File: config.mk
export PLATFORM = sky130hd
export DESIGN_NAME = uart_ram_loader
export DESIGN_NICKNAME = d
export VERILOG_FILES = /design/src/rtl/uart_ram_loader.sv
export SDC_FILE = /design/constraint.sdc
export NUM_CORES = 1
export LEC_CHECK = 0
export CAP_MARGIN = 10
export CORE_MARGIN = 2
export CORE_UTILIZATION = 59
export DETAILED_ROUTE_END_ITERATION = 7
export PLACE_DENSITY = 0.85
export SYNTH_ARGS = -nofsm -noshare
export SYNTH_HDL_FRONTEND = slang
export SYNTH_SLANG_ARGS = --single-unit
File: constraint.sdc
create_clock -name i_clk -period 2.74 [get_ports i_clk]
set_input_delay 0.548 -clock i_clk [delete_from_list [all_inputs] [get_ports i_clk]]
set_output_delay 0.548 -clock i_clk [all_outputs]
set_load 0.005 [all_outputs]
File: src/rtl/uart_ram_loader.sv
// rtl/uart_ram_loader.sv - UART framed program loader that writes RAM and gates the CPU
//
// Purpose: receives SYNC_BYTE, length L, L data bytes and an 8-bit additive checksum
// over an 8N1 UART line. Each data byte is written to RAM. The CPU is released only
// after the checksum matches.
//
// Ports:
//   i_clk       system clock (rising edge)
//   reset       asynchronous active-high reset
//   i_rx        UART RX line (idle high, asynchronous to i_clk)
//   o_ram_we    single-cycle RAM write strobe
//   o_ram_addr  RAM write address (holds the last written address between strobes)
//   o_ram_data  RAM write data
//   o_cpu_halt  low only after a verified frame
//   o_busy      frame in progress (LEN, DATA, CSUM)
//   o_done      level, last frame verified
//   o_error     level, last frame failed
module uart_ram_loader #(
    parameter int         CLKS_PER_BIT = 434,
    parameter int         ADDR_WIDTH   = 4,
    parameter logic [7:0] SYNC_BYTE    = 8'hA5
) (
    input  logic                  i_clk,
    input  logic                  reset,
    input  logic                  i_rx,
    output logic                  o_ram_we,
    output logic [ADDR_WIDTH-1:0] o_ram_addr,
    output logic [7:0]            o_ram_data,
    output logic                  o_cpu_halt,
    output logic                  o_busy,
    output logic                  o_done,
    output logic                  o_error
);
    localparam int DEPTH = 2 ** ADDR_WIDTH;
    localparam int CW    = $clog2(CLKS_PER_BIT);
    localparam logic [CW-1:0] HALF_M1 = CW'(CLKS_PER_BIT / 2 - 1);
    localparam logic [CW-1:0] FULL_M1 = CW'(CLKS_PER_BIT - 1);

    // ---------------- RX front end ----------------
    typedef enum logic [1:0] {R_IDLE, R_START, R_DATA, R_STOP} rx_state_t;

    rx_state_t       rx_state, rx_state_nxt;
    logic            rx_s1, rx_s2;
    logic [CW-1:0]   clk_cnt;
    logic [2:0]      bit_idx;
    logic [7:0]      rx_byte;
    logic            rx_valid, rx_ferr;

    always_comb begin
        rx_state_nxt = rx_state;
        case (rx_state)
            R_IDLE:  if (!rx_s2) rx_state_nxt = R_START;
            // A start bit that is high again at mid-bit was only a glitch.
            R_START: if (clk_cnt == HALF_M1) rx_state_nxt = rx_s2 ? R_IDLE : R_DATA;
            R_DATA:  if (clk_cnt == FULL_M1 && bit_idx == 3'd7) rx_state_nxt = R_STOP;
            R_STOP:  if (clk_cnt == FULL_M1) rx_state_nxt = R_IDLE;
            default: rx_state_nxt = R_IDLE;
        endcase
    end

    always_ff @(posedge i_clk or posedge reset) begin
        if (reset) begin
            rx_s1    <= 1'b1;
            rx_s2    <= 1'b1;
            rx_state <= R_IDLE;
            clk_cnt  <= '0;
            bit_idx  <= '0;
            rx_byte  <= '0;
            rx_valid <= 1'b0;
            rx_ferr  <= 1'b0;
        end else begin
            rx_s1    <= i_rx;
            rx_s2    <= rx_s1;
            rx_state <= rx_state_nxt;
            rx_valid <= 1'b0;
            rx_ferr  <= 1'b0;
            case (rx_state)
                R_IDLE: begin
                    clk_cnt <= '0;
                    bit_idx <= '0;
                end
                R_START: clk_cnt <= (clk_cnt == HALF_M1) ? '0 : clk_cnt + CW'(1);
                R_DATA: begin
                    if (clk_cnt == FULL_M1) begin
                        clk_cnt <= '0;
                        rx_byte <= {rx_s2, rx_byte[7:1]};
                        bit_idx <= bit_idx + 3'd1;
                    end else begin
                        clk_cnt <= clk_cnt + CW'(1);
                    end
                end
                R_STOP: begin
                    if (clk_cnt == FULL_M1) begin
                        clk_cnt  <= '0;
                        rx_valid <= rx_s2;
                        rx_ferr  <= !rx_s2;
                    end else begin
                        clk_cnt <= clk_cnt + CW'(1);
                    end
                end
                default: clk_cnt <= '0;
            endcase
        end
    end

    // ---------------- Loader FSM ----------------
    typedef enum logic [2:0] {S_SYNC, S_LEN, S_DATA, S_CSUM, S_DONE, S_ERR} ld_state_t;

    ld_state_t             state, state_nxt;
    logic [ADDR_WIDTH-1:0] addr;
    logic [7:0]            sum;
    logic [8:0]            rem;

    always_comb begin
        state_nxt  = state;
        o_cpu_halt = (state != S_DONE);
        o_busy     = (state == S_LEN) || (state == S_DATA) || (state == S_CSUM);
        o_done     = (state == S_DONE);
        o_error    = (state == S_ERR);
        case (state)
            S_SYNC, S_DONE, S_ERR:
                if (rx_valid && rx_byte == SYNC_BYTE) state_nxt = S_LEN;
            S_LEN:
                if (rx_ferr) state_nxt = S_ERR;
                else if (rx_valid)
                    state_nxt = (rx_byte == 8'd0 || 32'(rx_byte) > DEPTH) ? S_ERR : S_DATA;
            S_DATA:
                if (rx_ferr) state_nxt = S_ERR;
                else if (rx_valid && rem == 9'd1) state_nxt = S_CSUM;
            S_CSUM:
                if (rx_ferr) state_nxt = S_ERR;
                else if (rx_valid) state_nxt = (rx_byte == sum) ? S_DONE : S_ERR;
            default: state_nxt = S_SYNC;
        endcase
    end

    always_ff @(posedge i_clk or posedge reset) begin
        if (reset) begin
            state      <= S_SYNC;
            addr       <= '0;
            sum        <= '0;
            rem        <= '0;
            o_ram_we   <= 1'b0;
            o_ram_addr <= '0;
            o_ram_data <= '0;
        end else begin
            state    <= state_nxt;
            o_ram_we <= 1'b0;
            if (rx_valid) begin
                case (state)
                    S_LEN: begin
                        addr <= '0;
                        sum  <= '0;
                        rem  <= {1'b0, rx_byte};
                    end
                    S_DATA: begin
                        // addr wraps to 0 after a full-depth frame; no further write follows.
                        o_ram_we   <= 1'b1;
                        o_ram_addr <= addr;
                        o_ram_data <= rx_byte;
                        addr       <= addr + ADDR_WIDTH'(1);
                        sum        <= sum + rx_byte;
                        rem        <= rem - 9'd1;
                    end
                    default: ;
                endcase
            end
        end
    end
endmodule
==> flow_summary_export.csv <==
group,metric,value,unit
logic_synthesis,yosysTopAreaCellShare,45.56,%
critical_path,rrSetupSlack,0.57,ns
clocking,cts_max_level,3,
power_and_ir_drop,switching_share,21.64,%
logic_synthesis,syn_nets,368,
logic_synthesis,async_flop_share,100.0,%
drt,first_iter_violations,289,
critical_path,critPathMaxStageDelay,0.53,ns
logic_synthesis,syn_area,0.003351,sq mm
flow_run,max_cap_viol_count,0,
timing,max_slew_margin,50.00,%
power_and_ir_drop,totalPowerFinal,1.758,mW
clocking,cts_buffer_depth,2,
critical_path,startpoint_type,"flip-flop",
power_and_ir_drop,switchingPower,0.3804,mW
cells_and_area,syn2layout_area_growth,13.07,%
timing,drv_slew,0,
floorplan,fp.coreArea,0.005507,sq mm
cells_and_area,drive_above_1_share,10.75,%
clocking,cts_root_buf,"clkbuf_8",
drt,wirelength,6912,um
global_route,grt_max_degree,64,
logic_synthesis,syn_inst,349,
power_and_ir_drop,p_seq_share,53.1,%
critical_path,setup.worst_path.start,"state[1]$_DFFE_PP0P_",
cells_and_area,n_antenna_cell,0,
power_and_ir_drop,power_leakage,1.802,nW
global_route,grt_usage,24.16,%
cells_and_area,fin_util,68.80,%
critical_path,slowest_stage,"dfrtp_1",
power_and_ir_drop,share_comb_of_total_power,1.4,%
critical_path,r2r-start,"rx_byte[0]$_DFFE_PP0P_",
timing,post-route-min-period,2.400,ns
critical_path,crit_chain,"nor2_1, nand2_1, inv_1, clkdlybuf4s50_1",
power_and_ir_drop,internal-power,1.378,mW
clocking,clock_latency,0.34,ns
logic_synthesis,yosys_register_bits,63,
cells_and_area,finalNetCount,386,
power_and_ir_drop,p_clk_share,45.5,%
floorplan,rows,27,
clocking,cts_resized,0,
drt,drc,0,
logic_synthesis,yosys.cell_types.count,58,
global_route,grt_pass1_vias,2601,
timing,rsz0062_at_grt,"no",
drt,via_count,2609,
logic_synthesis,synth_area_leader_cell,"dfrtp_1",
floorplan,start_util,60.85,%
logic_synthesis,synthTopCellsByArea,"dfrtp_1, nand2_1, ha_1, nor2_1, mux2_2",
worst_hold_path,worstHoldPathType,"reg -> reg",
status,outcome,"finished, final reports clean",
logic_synthesis,synth-seq-area-share,47.12,%
timing,finalSetupViolCount,0,
clocking,clk_pin_slew_worst_paths,0.07,ns
timing,hold_viol_final,0,
critical_path,critPathMaxFanout,13,
logic_synthesis,syn_avg_cell_area,9.601,sq um
global_route,grt_pass1_wl,11880,um
floorplan,boundaryPins,20,
clocking,clock-sinks,63,
drt,vias_per_cell,5.876,
timing,worstMarginPinSlew,0.7492,ns
critical_path,cp.required,2.19,ns
critical_path,crit_type,"reg -> out",
placement,gp_congestion,0.8621,
logic_synthesis,yosysWarnings,0,
clocking,cts_tree,"built",
logic_synthesis,synth_ff_type,"dfrtp_1",
drt,ant_nets,0,
drt,dr.pass1.iters,5,
power_and_ir_drop,max-vdd-ir-drop,0.3292,mV
floorplan,die_h,79.36,um
clocking,postCtsHoldBufs,0,
cells_and_area,final_cell_mix,"nand2_1, dfrtp_1, nor2_1",
placement,port_buffers,19,
timing,tns,0,ns
clocking,postCtsSetupBuffers,0,
clocking,cts_buffers,9,
floorplan,fp.dieW,79.36,um
placement,hpwl,4513,um
global_route,overflow,0,
floorplan,die_area,0.006298,sq mm
cells_and_area,final_common_cell,"nand2_1",
power_and_ir_drop,power_density,464.1,mW/mm^2
timing,finClkSkew,0.008555,ns
logic_synthesis,synth-edff-count,0,
critical_path,crit_arrival,1.85,ns
worst_hold_path,min_from,"rx_s1$_DFF_PP1_",
global_route,antenna_found_initial,0,
timing,fmax,416.7,MHz
drt,wl_per_cell,15.57,um
timing,min_period_over_period,87.58,%
critical_path,end_kind,"output port",
## sequential cells by signal, indices dropped and copies added, names as in the netlist, named ones only
signal	count
o_ram_addr	4
rem	9
rx_ferr	1
rx_byte	8
rx_s2	1
sum	8
o_ram_we	1
rx_valid	1
o_ram_data	8
state	3
rx_s1	1
bit_idx	3
addr	4
rx_state	1
clk_cnt	9
## Yosys cell counts, types with 2 or more instances
library cell,n
a211oi_1,2
a21oi_1,14
a22o_1,8
and2_1,3
buf_2,6
clkbuf_1,7
dfrtp_1,61
dfstp_2,2
ha_1,15
inv_1,16
mux2_2,9
mux2i_1,3
nand2_1,62
nand3_1,14
nand4_1,5
nor2_1,30
nor2b_1,5
nor3_1,6
nor3b_1,4
nor4_1,4
nor4bb_1,2
o211ai_1,3
o21ai_0,17
o31ai_1,3
or3_1,4
xnor2_1,9
xor2_1,4
## power by group through the flow
stage	registers (mW)	logic [mW]	clock network, mW
detailed placement	0.951	0.0256	0
finish	0.933	0.0244	0.800
CTS	0.933	0.0255	0.819
global route	0.933	0.0294	0.861
global placement	0.951	0.0252	0
floorplan	0.951	0.0140	0
## layer usage
metal | GRT usage (%) | share of wire (%)
met4 | 9.138 | 1.6
met1 | 32.28 | 46
met2 | 38.73 | 48
met5 | 0 | 0
met3 | 5.341 | 4.7
## per-stage QoR
step                      area, sq um  worst slack (ns)  hold WS, ns  std cells
after floorplan                  3351            0.6256       0.3452        349
after detailed placement         3591            0.6106       0.3468        428
after global routing             3789            0.1809       0.3629        444
after global placement           3591            0.7060       0.3459        428
final                            3789            0.3404       0.3564        444
after CTS                        3789            0.3332       0.3571        444
## logic make-up (layout without fill, tap and decap cells)
logic type,count (synthesis),after routing,share of synthesized area [%]
flops,63,63,47.12
fa+ha+maj,16,16,6.199
buf+inv,30,53,3.809
xor+xnor,13,13,3.398
simple gates,154,154,23.23
compound gates,60,60,11.88
mux,13,13,4.369
## path summary, 6_finish.rpt
path,end,cells past startpoint
worst max-delay path,o_done,4
min in group asynchronous,o_ram_data[6]$_DFFE_PP0P_,3
worst min-delay path,rx_s2$_DFF_PP1_,0
worst max register to register,sum[6]$_DFFE_PP0P_,8
max in group asynchronous,rx_s1$_DFF_PP1_,3
worst min register to register,rx_s2$_DFF_PP1_,0
## worst max-delay path: cells and delay by family, from the launching register on
family,cells,cell delay [ns]
and+or+nand+nor,2,0.41
buffers and inverters,2,0.56
DFF,1,0.53
## layout make-up
class                      instances  area [sq um]
clock buffer                      10         137.6
clock inverter                     6         60.06
fill                             391          1718
inverter                          16         60.06
multi-input combinational        256          1644
sequential                        63          1579
tap                               72         90.09
timing repair buffer              21         217.7
Note: power is estimated with default switching activity, not from simulation.
